`config.mk`:
```
export PLATFORM = sky130hd
export DESIGN_NAME = vga_fade_stage
export DESIGN_NICKNAME = d
export VERILOG_FILES = /design/src/rtl/vga_fade_stage.sv
export SDC_FILE = /design/constraint.sdc
export NUM_CORES = 1
export LEC_CHECK = 0
export CAP_MARGIN = 20
export CORE_UTILIZATION = 47
export CTS_BUF_LIST = sky130_fd_sc_hd__clkbuf_4
export CTS_CLUSTER_SIZE = 14
export DETAILED_ROUTE_END_ITERATION = 8
export PLACE_DENSITY = 0.72
export SYNTH_ARGS = -nofsm -noshare
export SYNTH_HDL_FRONTEND = slang
export SYNTH_SLANG_ARGS = --single-unit
```
`constraint.sdc`:
```
create_clock -name clk_vga -period 5.15 [get_ports clk_vga]
set_input_delay 0.515 -clock clk_vga [delete_from_list [all_inputs] [get_ports clk_vga]]
set_output_delay 0.515 -clock clk_vga [all_outputs]
set_load 0.05 [all_outputs]
```
`src/rtl/vga_fade_stage.sv`:
```
// vga_fade_stage: 2-cycle video pipeline scaling RGB by a brightness level that ramps frame by frame.
// Sync is carried through the same two registers as colour so alignment is preserved.
module vga_fade_stage #(
    parameter int FRAMES_PER_STEP = 2,
    parameter int STEP            = 1,
    parameter bit AUTO_FADE_IN    = 1'b1
) (
    input  logic       clk_vga,
    input  logic       reset,
    input  logic       in_hs,
    input  logic       in_vs,
    input  logic [5:0] in_r,
    input  logic [5:0] in_g,
    input  logic [5:0] in_b,
    input  logic       fade_in,
    input  logic       fade_out,
    output logic       out_hs,
    output logic       out_vs,
    output logic [5:0] out_r,
    output logic [5:0] out_g,
    output logic [5:0] out_b,
    output logic [5:0] level,
    output logic       busy,
    output logic       done
);
    typedef enum logic [1:0] {BLACK, RAMP_UP, FULL, RAMP_DN} state_t;

    state_t     state_q, state_d;
    logic       s1_hs_q, s1_vs_q, s1_vs_d_q, auto_q, auto_d;
    logic [5:0] s1_r_q, s1_g_q, s1_b_q, level_d;
    logic [7:0] div_q, div_d;
    logic [6:0] up_lvl;
    logic       tick, go_up, go_dn, cmd, ramping, step_now, at_end, busy_d;

    function automatic logic [5:0] scale(input logic [5:0] c, input logic [5:0] l);
        return 6'(({6'd0, c} * {6'd0, l}) >> 5);
    endfunction

    always_comb begin
        tick     = s1_vs_q & ~s1_vs_d_q;
        go_up    = (fade_in & ~fade_out & (state_q == BLACK || state_q == RAMP_DN))
                 | (state_q == BLACK & auto_q & tick);
        go_dn    = fade_out & ~fade_in & (state_q == RAMP_UP || state_q == FULL);
        cmd      = go_up | go_dn;
        ramping  = state_q == RAMP_UP || state_q == RAMP_DN;
        // an accepted command in the same cycle as a tick suppresses the level update
        step_now = ramping & tick & ~cmd & (div_q + 8'd1 == 8'(FRAMES_PER_STEP));
        up_lvl   = 7'(level) + 7'(STEP);
        level_d  = !step_now ? level
                 : state_q == RAMP_UP ? (up_lvl >= 7'd32 ? 6'd32 : up_lvl[5:0])
                 : (7'(level) > 7'(STEP) ? 6'(7'(level) - 7'(STEP)) : 6'd0);
        at_end   = step_now & (level_d == 6'd0 || level_d == 6'd32);
        state_d  = go_up ? RAMP_UP : go_dn ? RAMP_DN
                 : at_end ? (state_q == RAMP_UP ? FULL : BLACK) : state_q;
        div_d    = (cmd || step_now || !ramping) ? 8'd0 : tick ? div_q + 8'd1 : div_q;
        auto_d   = auto_q & ~tick & ~cmd;
        busy_d   = state_d == RAMP_UP || state_d == RAMP_DN;
    end

    always_ff @(posedge clk_vga or posedge reset) begin
        if (reset) begin
            {s1_hs_q, s1_vs_q, s1_vs_d_q, s1_r_q, s1_g_q, s1_b_q} <= '0;
            {out_hs, out_vs, out_r, out_g, out_b} <= '0;
            state_q <= BLACK;
            level   <= '0;
            div_q   <= '0;
            busy    <= 1'b0;
            done    <= 1'b0;
            auto_q  <= AUTO_FADE_IN;
        end else begin
            {s1_hs_q, s1_vs_q, s1_r_q, s1_g_q, s1_b_q} <= {in_hs, in_vs, in_r, in_g, in_b};
            s1_vs_d_q <= s1_vs_q;
            out_hs  <= s1_hs_q;
            out_vs  <= s1_vs_q;
            out_r   <= scale(s1_r_q, level);
            out_g   <= scale(s1_g_q, level);
            out_b   <= scale(s1_b_q, level);
            state_q <= state_d;
            level   <= level_d;
            div_q   <= div_d;
            busy    <= busy_d;
            done    <= at_end;
            auto_q  <= auto_d;
        end
    end
endmodule

```
Word level (Yosys, flattened, before mapping) --
Cells that the tools add are included.
Operators by class: add/sub/neg operators 3, $mul 3, order comparisons 2, eq/ne operators 7, multiplexer cells 10, bitwise operators 20, reduce and logical (&&, ||, !) cells 11
Operator list (number):
- 6-bit by 6-bit multiplier with 11-bit output | 3
- 6-bit 2-to-1 mux | 4
- 8-bit 2-to-1 mux | 2
- 1-bit bitwise AND | 13
- 8-bit by 1-bit adder with 8-bit output (second input constant) | 1
- 8-bit by 2-bit equality test with 1-bit output (second input constant) | 1
- 2-bit 2-to-1 mux | 4
- 6-bit by 1-bit adder with 7-bit output (second input constant) | 1
- 7-bit by 6-bit >= comparator with 1-bit output (second input constant) | 1
- 1-bit logical OR | 7
- 2-bit equality test (second input constant) | 3
- 6-bit equality test (second input constant) | 1
- 6-bit by 1-bit > comparator with 1-bit output (second input constant) | 1
- 6-bit logical NOT | 1
- 6-bit by 1-bit subtractor with 6-bit output (second input constant) | 1
- 1-bit NOT | 5
- 2-bit by 1-bit equality test with 1-bit output (second input constant) | 2
- 2-bit logical NOT | 1
- 1-bit OR | 2
- 2-bit nonzero test | 1
- 1-bit logical NOT | 1
Storage, ports and cells: register bits after elaboration 59, bits of input ports 24

Depth between registers and ports, before layout --
Gate-level depths: netlist of the first run.
depth in word-level cells 17, gate-level depth with buffers 17, gate-level depth less buffers 14

Least setup slack after synthesis of the first run --
OpenSTA, ideal clock, no wires.
path type register -> register, start register level[5], end register out_b[5], library setup time 80 ps, arrival time 4420 ps, required time 5070 ps, setup slack 650 ps, cell stages (with the launch flop) 16, path buffers 3, clock period less this slack 4500 ps, cells stage by stage dfrtp_1 -> clkbuf_1 -> clkbuf_1 -> clkbuf_1 -> nand2_1 -> fa_1 -> fa_1 -> fa_1 -> inv_1 -> ha_1 -> inv_1 -> o21bai_1 -> a21o_1 -> a311o_1 -> a21oi_1 -> xnor2_1
Between the ends: cells in the longest elaborated chain, start to end 1
Ends and longest elaborated chain:
- start, declared | RTL line 22 | output logic [5:0] level,
- start signal, assigned | RTL line 79 | level <= level_d;
- 6-bit by 6-bit multiplier with 11-bit output | RTL line 36 | return 6'(({6'd0, c} * {6'd0, l}) >> 5);
- end signal, assigned | RTL line 77 | out_b <= scale(s1_b_q, level);
- end, declared | RTL line 21 | output logic [5:0] out_b,
No other way between the ends. A chain may end at the register's enable or synchronous reset.

Final worst setup path of the first run --
start register level[2], end register out_r[5]
Between the ends: cells in the longest elaborated chain, start to end 1
Ends and longest elaborated chain:
- 6-bit by 6-bit multiplier with 11-bit output | RTL line 36
- end signal, assigned | RTL line 75 | out_r <= scale(s1_r_q, level);
- end, declared | RTL line 19 | output logic [5:0] out_r,
No other way between the ends.

==> results of run 1 <==
synth_stat cells (all sizes together), types with 3 or more instances:
| master | instances | area (um^2) |
|---|---|---|
| fa | 45 | 901 |
| o211ai | 5 | 37.5 |
| inv | 79 | 297 |
| a41oi | 3 | 26.3 |
| nor2 | 20 | 75.1 |
| nor3b | 3 | 32.5 |
| and4 | 4 | 35.0 |
| o21bai | 3 | 22.5 |
| a21o | 4 | 30.0 |
| dfrtp | 57 | 1430 |
| a31oi | 5 | 31.3 |
| mux2i | 3 | 30.0 |
| xnor2 | 22 | 193 |
| and2 | 80 | 500 |
| nand2 | 36 | 135 |
| xor2 | 12 | 105 |
| a21oi | 19 | 95.1 |
| nor3 | 6 | 30.0 |
| nand3 | 7 | 40.0 |
| nor2b | 3 | 18.8 |
| o21ai | 7 | 35.0 |
| clkbuf | 17 | 63.8 |
| ha | 56 | 701 |
area by class of cell:
type / count / area (um^2)
Clock buffer: 11 / 82.6
Tap cell: 136 / 170
Multi-Input combinational cell: 373 / 3340
Fill cell: 944 / 4510
Timing Repair Buffer: 55 / 541
Sequential cell: 58 / 1450
Inverter: 79 / 297
Clock inverter: 5 / 71.3
worst paths after layout:
| check | slack, ps | from | to |
|---|---|---|---|
| max | 890 | level[2]$_DFF_PP0_ | out_r[5]$_DFF_PP0_ |
| min in group asynchronous | 610 | reset | div_q[7]$_DFFE_PP0P_ |
| max in group asynchronous | 4020 | reset | out_b[1]$_DFF_PP0_ |
| min | 360 | s1_hs_q$_DFF_PP0_ | out_hs$_DFF_PP0_ |
| max reg2reg | 890 | level[2]$_DFF_PP0_ | out_r[5]$_DFF_PP0_ |
| min reg2reg | 360 | s1_hs_q$_DFF_PP0_ | out_hs$_DFF_PP0_ |
flip-flops by register name (all words and copies together) (netlist names):
| register | flops |
|---|---|
| auto_q | 1 |
| div_q | 8 |
| done | 1 |
| level | 6 |
| out_b | 6 |
| out_g | 6 |
| out_hs | 1 |
| out_r | 6 |
| s1_b_q | 6 |
| s1_g_q | 6 |
| s1_hs_q | 1 |
| s1_r_q | 6 |
| s1_vs_d_q | 1 |
| s1_vs_q | 1 |
| state_q | 2 |
layer usage:
layer	part of all wire	global-route usage	vias up
li1	-	-	1792
met1	0.44	0.238	1826
met2	0.52	0.327	78
met3	0.035	0.0401	10
met4	0.011	0.0675	0
met5	0	0	-
power groups by stage:
stage	registers [mW]	logic [mW]	clock network [mW]
6_report	0.692	1.87	0.371
5_1_grt	0.713	2.14	0.411
4_1_cts	0.692	1.90	0.390
3_5_place_dp	0.701	1.89	0
3_3_place_gp	0.698	1.81	0
2_1_floorplan	0.856	1.27	0
stage by stage:
stage               cell area [um^2]  setup slack (ps)  std cells  hold slack [ps]  utilization
floorplan                       5160               650        529              331            -
global placement                5800              1060        701              336        0.554
detailed placement              5800               934        701              344        0.554
CTS                             5950               873        717              370        0.569
global route                    5950               561        717              393        0.569
finish                          5950               890        717              365        0.569
cells by family (layout without fill, tap and decap cells):
family                     after synthesis  in the layout  share of synthesized area
buffers and inverters                   98            150                     0.0718
adders and majority gates              101            101                      0.310
muxes                                    4              4                    0.00873
xor gates and xnor gates                34             34                     0.0577
AOI/OAI and AO/OA                       59             59                     0.0781
and+or+nand+nor                        175            175                      0.192
DFF                                     58             58                      0.282
critical path: cells and delay by family, from the launching register on:
kind	cells	cell delay, ps
buffers and inverters	2	90
flip-flops	1	880
XOR/XNOR	1	130
AND/OR/NAND/NOR	2	450
AO/OA/AOI/OAI	5	1110
adder cells (fa/ha/maj)	4	1500
==> results.yml, run 1 <==
clock_network:
  cts_resized: 0
  clock_insertion_delay_worst_skew_ps: 420
  holdBufCountCts: 0
  cts_root_buf: "clkbuf_4"
  clk_pin_slew_ps: 110
  cts_setup_buffers: 0
  numCtsBuffers: 9
  clock_sinks: 58
  ctsLongestPathBuffers: 2
  htreeDepth: 3
  cts_tree: "done"
placement:
  io_buffers: 51
  hpwl_mm: 7.34
  gp_congestion: 0.843
critical_path:
  crit_path_max_incr_delay_ps: 880
  slowest_stage: "dfrtp_1"
  critPathKind: "reg -> reg"
  worstPathCellList: "and2_1 > fa_1 > ha_1 > inv_1 > fa_1 > inv_1 > ha_1 > and4_1 > a41oi_1 > o21bai_1 > a21oi_1 > o211ai_1 > a21oi_1 > xnor2_1"
  cp-start-kind: "flop"
  rr_worst_depth: 14
  setup.worst_path.end_class: "flop"
  worst-endpoint-required_ps: 5470
  critical_path_arrival_ps: 4580
  crit_fanout: 28
grt:
  antenna_found_initial: 0
  grt_max_degree: 59
  grtUsageTotal: 0.191
  first_global_vias: 3836
  grt-ovfl-total: 0
  grt_pass1_wl_mm: 17.3
die:
  die_w_um: 107
  io_pins: 52
  initial_utilization: 0.493
  floorplan.die_area_mm2: 0.0114
  core.rowCount: 37
  die_y_um: 107
  core_mm2: 0.0105
yosys:
  synth_edf_count: 0
  syn-num-nets: 654
  synthArstFlopShare: 1.00
  synth.cell_area_mm2: 0.00516
  ys_seq_area_frac: 0.282
  syn_area_per_cell_um2: 9.75
  synth_cell_types: 52
  synth_warnings: 0
  synthCells: 529
  synth-seq-cells: 58
  synth_ff_type: "dfrtp_1"
power_and_ir_drop:
  p_clk_frac: 0.126
  peakVddDrop_v: 0.000320
  switchingPower_mw: 1.39
  power_frac_comb: 0.638
  switching_share: 0.473
  sequentialPowerShare: 0.236
  p_int_mw: 1.55
  p_leak_nw: 2.90
  power_mw: 2.94
  p_per_area_mw_per_mm2: 493
finish:
  drive_above_1_share: 0.0465
  mostFrequentLayoutCells: "and2_1 (80), inv_1 (78), dfrtp_1 (57)"
  area_growth_syn_to_layout_pct: 15.3
  layout_commonest_cell: "and2_1"
  nets: 701
  num_antenna_cells: 0
timing:
  report.final.slew_viol_count: 0
  worst_slew_pin_slew_ps: 797
  fmax_ghz: 0.235
  tns_ps: 0
  hold_viol_final: 0
  skew_ps: 27.3
  rsz0062_at_grt: "false"
  finalSetupViolations: 0
  period_needed_ps: 4260
  max_slew_margin: 0.469
  fin_crit_sh: 0.827
routing:
  ant_nets: 0
  vias_per_cell: 5.17
  drt-pass1-iter-count: 4
  post_drt_wl_per_cell_um: 13.7
  drc_errors: 0
  routed_wirelength_mm: 9.79
  vias: 3706
  drt-initial-drc-count: 160
min_path:
  whs_path_depth: 0
  hold_class: "reg -> reg"
job:
  maxCapViolations: 0
outcome:
  status: "complete, no violations"
No activity file was read; power rests on OpenSTA's default activity.
==> run 2: changes to the inputs <==
Clock period 5.15 ns to 4.1 ns, I/O delays scaled along.
==> run 2 against run 1 <==
Highest routed layer unchanged. Flip-flop and latch count unchanged. Design area rose by 0.69%. Critical endpoint unchanged. Via count shrank 0.67%. Clock power is 29% higher. Hold slack lost 31 ps. Register-to-register slack lost 690 ps. Non-clock buffer count is 3 higher. Die area is the same. Largest cell class unchanged. Fmax grew 9.3%. Setup slack worse by 690 ps.
==> results.yml, run 2 (synthesis results as in run 1) <==
timing:
  fin_crit_sh: 0.951
  finalSetupViolations: 0
  tns_ps: 0
  hold_viol_final: 0
  max_slew_margin: 0.545
  worst_slew_pin_slew_ps: 681
  skew_ps: 38.8
  report.final.slew_viol_count: 0
  rsz0062_at_grt: "false"
  period_needed_ps: 3900
  fmax_ghz: 0.257
  fin_ws_ps: 202
power_and_ir_drop:
  p_leak_nw: 2.91
  sequentialPowerShare: 0.229
  p_clk_frac: 0.128
  peakVddDrop_v: 0.000341
  p_int_mw: 1.98
  switchingPower_mw: 1.77
  power_frac_comb: 0.643
  switching_share: 0.472
  p_per_area_mw_per_mm2: 625
die:
  die_w_um: 107
  core.rowCount: 37
  io_pins: 52
  die_y_um: 107
  initial_utilization: 0.493
  core_mm2: 0.0105
  floorplan.die_area_mm2: 0.0114
finish:
  top_register: "div_q"
  layout_commonest_cell: "and2_1"
  drive_above_1_share: 0.0668
  fin_area_mm2: 0.00599
  nets: 704
  fin_util: 0.573
  num_antenna_cells: 0
  largest_reg_flops: 8
  mostFrequentLayoutCells: "and2_1 (80), inv_1 (78), ha_1 (56)"
  area_growth_syn_to_layout_pct: 16.1
critical_path:
  worst-endpoint-required_ps: 4440
  cp-start-kind: "flop"
  critical_path_arrival_ps: 4230
  critPathKind: "reg -> reg"
  setup.worst_path.end_class: "flop"
  rr_worst_depth: 14
  crit_fanout: 20
grt:
  grt-ovfl-total: 0
  first_global_vias: 3894
  grt_max_degree: 34
  grt_pass1_wl_mm: 17.4
  grtUsageTotal: 0.194
  antenna_found_initial: 0
min_path:
  whs_path_depth: 0
  hold_class: "reg -> reg"
clock_network:
  holdBufCountCts: 0
  clock_insertion_delay_worst_skew_ps: 440
  clock_sinks: 58
  clk_pin_slew_ps: 130
  numCtsBuffers: 9
  cts_setup_buffers: 0
  ctsLongestPathBuffers: 2
  cts_tree: "done"
  cts_root_buf: "clkbuf_4"
  cts_resized: 0
  htreeDepth: 3
routing:
  vias: 3681
  routed_wirelength_mm: 10.0
  ant_nets: 0
  vias_per_cell: 5.11
  post_drt_wl_per_cell_um: 13.9
  drc_errors: 0
  drt-initial-drc-count: 143
  drt-pass1-iter-count: 4
placement:
  gp_congestion: 0.858
  io_buffers: 51
  dpl_worst_slack_ps: 270
  placed_area_mm2: 0.00583
  hpwl_mm: 7.67
outcome:
  status: "complete, no violations"
job:
  maxCapViolations: 0
[run 2: power by group through the flow]
stage / sequential (mW) / clock (mW) / combinational (mW)
after floorplan: 1.08 / 0 / 1.62
after global placement: 0.866 / 0 / 2.33
after detailed placement: 0.872 / 0 / 2.43
after CTS: 0.861 / 0.499 / 2.44
after global routing: 0.882 / 0.522 / 2.73
final: 0.857 / 0.480 / 2.41
[run 2: routing by layer]
layer  up-vias  track usage  wire length [um]
li1       1794            -                 -
met1      1780        0.227              4300
met2        92        0.346              5150
met3        15       0.0468               420
met4         0       0.0675               157
met5         -            0                 0
[run 2: worst paths after layout]
check / start / end / slack [ps]
min reg2reg: s1_hs_q$_DFF_PP0_ / out_hs$_DFF_PP0_ / 330
min: s1_hs_q$_DFF_PP0_ / out_hs$_DFF_PP0_ / 330
max in group asynchronous: reset / out_r[5]$_DFF_PP0_ / 2870
max reg2reg: level[2]$_DFF_PP0_ / out_r[5]$_DFF_PP0_ / 200
min in group asynchronous: reset / div_q[5]$_DFFE_PP0P_ / 370
max: level[2]$_DFF_PP0_ / out_r[5]$_DFF_PP0_ / 200
[run 2: layout make-up]
class / instances / area, um^2
clock buffers: 12 / 90.1
clock inverters: 4 / 67.6
fillers: 914 / 4470
inverters: 79 / 297
multi-input cells: 373 / 3340
flip-flops and latches: 58 / 1460
well taps: 136 / 170
repair buffers: 58 / 563
[run 2: worst max-delay path, stage by stage (launching register included)]
cell and delay (ps):
dfrtp_2 540, and2_1 210, fa_1 490, ha_1 290, inv_1 50, fa_1 530
inv_1 40, ha_1 270, and4_1 200, a41oi_1 300, o21bai_1 160, a21oi_2 230
o211ai_1 160, a21oi_1 200, xnor2_1 130
[run 2: through the flow]
stage,std cells,power [mW],hold WS (ps)
after detailed placement,704,3.30,344
after CTS,720,3.80,340
after global routing,720,4.13,371
final,720,3.75,334
after global placement,704,3.19,335
after floorplan,529,2.70,331
==> run 3: changes to the inputs <==
Clock period 4.1 ns to 4.2 ns, I/O delays scaled along.
==> run 3 against run 2 <==
Register-to-register slack better by 60 ps. Sequential share of layout area is 0.088 points higher. Combinational power is 3% lower. First-iteration DRC count is 33% lower. Design area is 0.19% lower. Non-clock buffer count is 1 lower. Critical path depth stayed put. Final cell count is 0.14% lower. Critical path type unchanged. Largest cell class unchanged. Highest routed layer unchanged.
==> results.yml, run 3 (synthesis results as in run 1) <==
finish:
  drive_above_1_share: 0.0617
  nets: 703
  area_growth_syn_to_layout_pct: 15.9
  largest_reg_flops: 8
  num_antenna_cells: 0
  mostFrequentLayoutCells: "and2_1 (80), inv_1 (78), ha_1 (56)"
  top_register: "div_q"
  layout_commonest_cell: "and2_1"
  fillCellCount: 946
critical_path:
  cp-start-kind: "flop"
  setup.worst_path.end_class: "flop"
  critical_path_arrival_ps: 4310
  critPathKind: "reg -> reg"
  worstPathCellList: "and2_1 > fa_1 > ha_1 > inv_1 > fa_1 > inv_1 > ha_1 > and4_1 > a41oi_1 > o21bai_1 > a21oi_2 > o211ai_1 > a21oi_1 > xnor2_1"
  crit_fanout: 26
  rr_worst_depth: 14
  worst_setup_path_startpoint: "level[1]$_DFF_PP0_"
  r2r-start: "level[1]$_DFF_PP0_"
  slowest_stage: "dfrtp_2"
  crit-reg2reg-capture: "out_r[5]$_DFF_PP0_"
  path_buf_inv: 2
  worst-endpoint-required_ps: 4570
  ff2ff_setup_slack_ps: 260
  critical-path-top-delay-family: "adder cells"
  crit_path_max_incr_delay_ps: 570
  worstSetupEndpoint: "out_r[5]$_DFF_PP0_"
  crit_cells: 14
grt:
  grt_pass1_wl_mm: 17.4
  grtUsageTotal: 0.195
  antenna_found_initial: 0
  grt-ovfl-total: 0
  grt_max_degree: 33
  first_global_vias: 3920
timing:
  period_needed_ps: 3940
  worst_slew_pin_slew_ps: 665
  rsz0062_at_grt: "false"
  finalSetupViolations: 0
  skew_ps: 17.4
  tns_ps: 0
  report.final.slew_viol_count: 0
  fmax_ghz: 0.254
  fin_crit_sh: 0.938
  hold_viol_final: 0
  max_slew_margin: 0.555
  fin_ws_ps: 261
placement:
  dpl_worst_slack_ps: 177
  io_buffers: 51
  hpwl_mm: 7.47
  gp_congestion: 0.823
routing:
  vias_per_cell: 5.18
  vias: 3724
  dr_wl_met3_um: 413
  ant_nets: 0
  topRoutingLayerUsed: "met4"
  m1WireLength_mm: 4.16
  drt-initial-drc-count: 96
  drt-pass1-iter-count: 4
  drc_errors: 0
  routed_wirelength_mm: 9.86
  post_drt_wl_per_cell_um: 13.7
  met2RoutedLength_mm: 5.08
power_and_ir_drop:
  peakVddDrop_v: 0.000362
  p_leak_nw: 2.90
  p_per_area_mw_per_mm2: 607
die:
  die_w_um: 107
  die_y_um: 107
  core.rowCount: 37
  floorplan.die_area_mm2: 0.0114
  io_pins: 52
  initial_utilization: 0.493
  core_mm2: 0.0105
clock_network:
  cts_root_buf: "clkbuf_4"
  clock_sinks: 58
  holdBufCountCts: 0
  clk_pin_slew_ps: 100
  htreeDepth: 3
  cts_tree: "done"
  numCtsBuffers: 9
  clock_insertion_delay_worst_skew_ps: 450
  ctsLongestPathBuffers: 2
job:
  maxCapViolations: 0
min_path:
  hold_class: "reg -> reg"
outcome:
  status: "complete, no violations"
## run 3: worst min path at each step
stage	cells past startpoint	start	slack (ps)	endpoint
floorplan	0	s1_hs_q$_DFF_PP0_	330	out_hs$_DFF_PP0_
global placement	0	s1_hs_q$_DFF_PP0_	340	out_hs$_DFF_PP0_
detailed placement	0	s1_hs_q$_DFF_PP0_	340	out_hs$_DFF_PP0_
CTS	1	in_vs	350	s1_vs_q$_DFF_PP0_
global route	1	in_b[0]	370	s1_b_q[0]$_DFF_PP0_
finish	0	s1_hs_q$_DFF_PP0_	360	out_hs$_DFF_PP0_
## run 3: per-stage QoR
stage | cells | power, mW | instance area [um^2] | hold WS [ps] | util
3_3_place_gp | 702 | 3.08 | 5810 | 338 | 0.555
4_1_cts | 718 | 3.67 | 5960 | 351 | 0.570
6_report | 719 | 3.63 | 5980 | 360 | 0.572
5_1_grt | 719 | 4.02 | 5980 | 371 | 0.572
2_1_floorplan | 529 | 2.61 | 5170 | 331 | -
3_5_place_dp | 702 | 3.19 | 5810 | 343 | 0.555
## run 3: power breakdown
part	switching (mW)	leakage, nW	internal (mW)
Combinational	1.36	2.11	0.981
Sequential	0.151	0.712	0.688
Clock	0.217	0.0784	0.234
## run 3: metal layers
metal | track usage | vias to the layer above
li1 | - | 1798
met1 | 0.226 | 1831
met2 | 0.340 | 76
met3 | 0.0480 | 19
met4 | 0.0851 | 0
met5 | 0 | -
## run 3: area by class of cell
| type | instances | area, um^2 | share of cell area |
|---|---|---|---|
| multi-input cells | 373 | 3340 | 0.559 |
| flip-flops and latches | 58 | 1460 | 0.245 |
| repair buffers | 57 | 559 | 0.0935 |
| inverters | 79 | 297 | 0.0496 |
| well taps | 136 | 170 | 0.0285 |
| clock inverters | 7 | 83.8 | 0.0140 |
| clock buffers | 9 | 67.6 | 0.0113 |
## run 3: worst reg2reg max path, cell delays in order (launching register included)
cell and delay (ps):
dfrtp_2 570, and2_1 240, fa_1 460, ha_1 290, inv_1 60, fa_1 540, inv_1 50, ha_1 270
and4_1 200, a41oi_1 290, o21bai_1 170, a21oi_2 220, o211ai_1 160, a21oi_1 210, xnor2_1 130
## run 3: what timing repair did
action | in CTS | in global routing
gates resized for setup | 0 | 2
endpoints found under the setup margin | 0 | 1
buffers inserted | 0 | 1
==> edit: new RTL, flow settings as in run 2 <==
Register the input `in_r` before use, with the module's reset. The logic sees it one clock later. The other inputs are not delayed to match.
--- a/src/rtl/vga_fade_stage.sv
+++ b/src/rtl/vga_fade_stage.sv
@@ -26,2 +26,12 @@
     typedef enum logic [1:0] {BLACK, RAMP_UP, FULL, RAMP_DN} state_t;
+
+    logic [5:0] in_r_q;
+
+    always_ff @(posedge clk_vga or posedge reset) begin
+        if (reset) begin
+            in_r_q <= '0;
+        end else begin
+            in_r_q <= in_r;
+        end
+    end
 
@@ -70,3 +80,3 @@
         end else begin
-            {s1_hs_q, s1_vs_q, s1_r_q, s1_g_q, s1_b_q} <= {in_hs, in_vs, in_r, in_g, in_b};
+            {s1_hs_q, s1_vs_q, s1_r_q, s1_g_q, s1_b_q} <= {in_hs, in_vs, in_r_q, in_g, in_b};
             s1_vs_d_q <= s1_vs_q;
Formal check against the unedited RTL: not equivalent (a bounded check fails within 10 cycles, from zero or initial values and one cycle with reset high).
==> edit against run 2 <==
- sequential cell count up 6
- critical path depth is 2 lower
- power grew 18%
- final area rose by 5.9%
- fmax decreased by 0.97%
- non-clock buffer count up 4
- setup slack worse by 38 ps
- area after synthesis is 5.7% higher
- synthesized cell count grew 4.2%
- wire length increased by 5.8%
- first-iteration DRC count increased by 0.70%
- hold slack better by 23 ps
- sequential power is 8.2% higher
- clock skew is 15 ps lower
==> edit: results (changes against run 2) <==
| Metric | Value |
|---|---|
| Run status | completed |
| Filler cell count | 989 (+8.2%) |
| Post-synthesis adder-cell area fraction | 29.4% (-1.7 points) |
| Worst path slowest cell | fa_1 |
| Area growth from synthesis to layout | 16.3% |
| Initial drt markers | 144 (+0.70%) |
| Global Route Usage Sum | 20.9% (+1.5 points) |
| Slew @ Worst Pin | 867 ps (+186 ps) |
| WP data arrival | 4280 ps (+50 ps) |
| First-pass GRT wire length | 19.1 mm (+9.4%) |
| Clk Latency, worst-skew pair | 480 ps (+40 ps) |
| Pleak | 3.03 nW (+4.0%) |
| Vias | 3928 (+6.7%) |
| Crit-path max FO | 10 (-50%) |
| Hold Path Origin | in_r_q[4]$_DFF_PP0_ |
| Worst reg-to-reg setup slack | 160 ps (-40 ps) |
| WHS Endpoint | s1_r_q[4]$_DFF_PP0_ |
| Complex-gate fraction of the synthesized area | 8.90% (+1.1 points) |
| Hold_ws | 356 ps (+22.5 ps) |
| DP HPWL | 8.01 mm (+4.4%) |
| Sequential-to-total area share from yosys stat | 29.4% (+1.2 points) |
| Vias in the first global route | 4191 (+7.6%) |
| Initial antenna violation count | 1 (+1) |
| Maximum vdd drop | 0.586 mV (+72%) |
| WL/cell | 14.2 um (+1.5%) |
| Mux cell area share after synthesis | 0.573% (-0.30 points) |
| R2r worst-path depth | 12 (-2) |
| Post-Synthesis Net Count | 676 (+3.4%) |
| CTS clock-pin slew for the worst setup and hold paths | 110 ps (-20 ps) |
| Layout Skew | 23.4 ps (-15.4 ps) |
| Syn Area/Cell | 9.90 um^2 (+1.5%) |
| Synth Area in XOR/XNOR | 4.98% (-0.79 points) |
edit: changes by cell type in the layout (fill, tap and decap cells not counted), moves of 5 or more:
cell | run 2 | this run
dfrtp_1 | 51 | 57
nand2_1 | 36 | 29
o211ai_1 | 5 | 0
o21ai_0 | 6 | 11
o21ai_1 | 1 | 6
edit: metal layers:
| layer | track usage, % | part of all wire, % |
|---|---|---|
| met5 | 0 | 0 |
| met4 | 7.24 | 1.5 |
| met2 | 36.0 | 50 |
| met1 | 24.7 | 44 |
| met3 | 6.58 | 5.0 |
edit: final cells by class:
type / count / share of cell area (%)
Inverter: 76 / 4.50
Timing Repair Buffer: 62 / 9.54
Antenna cell: 1 / 0.0394
Multi-Input combinational cell: 391 / 54.9
Clock buffer: 10 / 1.18
Tap cell: 140 / 2.76
Clock inverter: 6 / 1.70
Sequential cell: 64 / 25.4
edit: power breakdown:
part           switching, mW  leakage [nW]  internal [mW]
clock                  0.249        0.0964          0.313
sequential             0.136         0.768          0.790
combinational           1.71          2.17           1.21
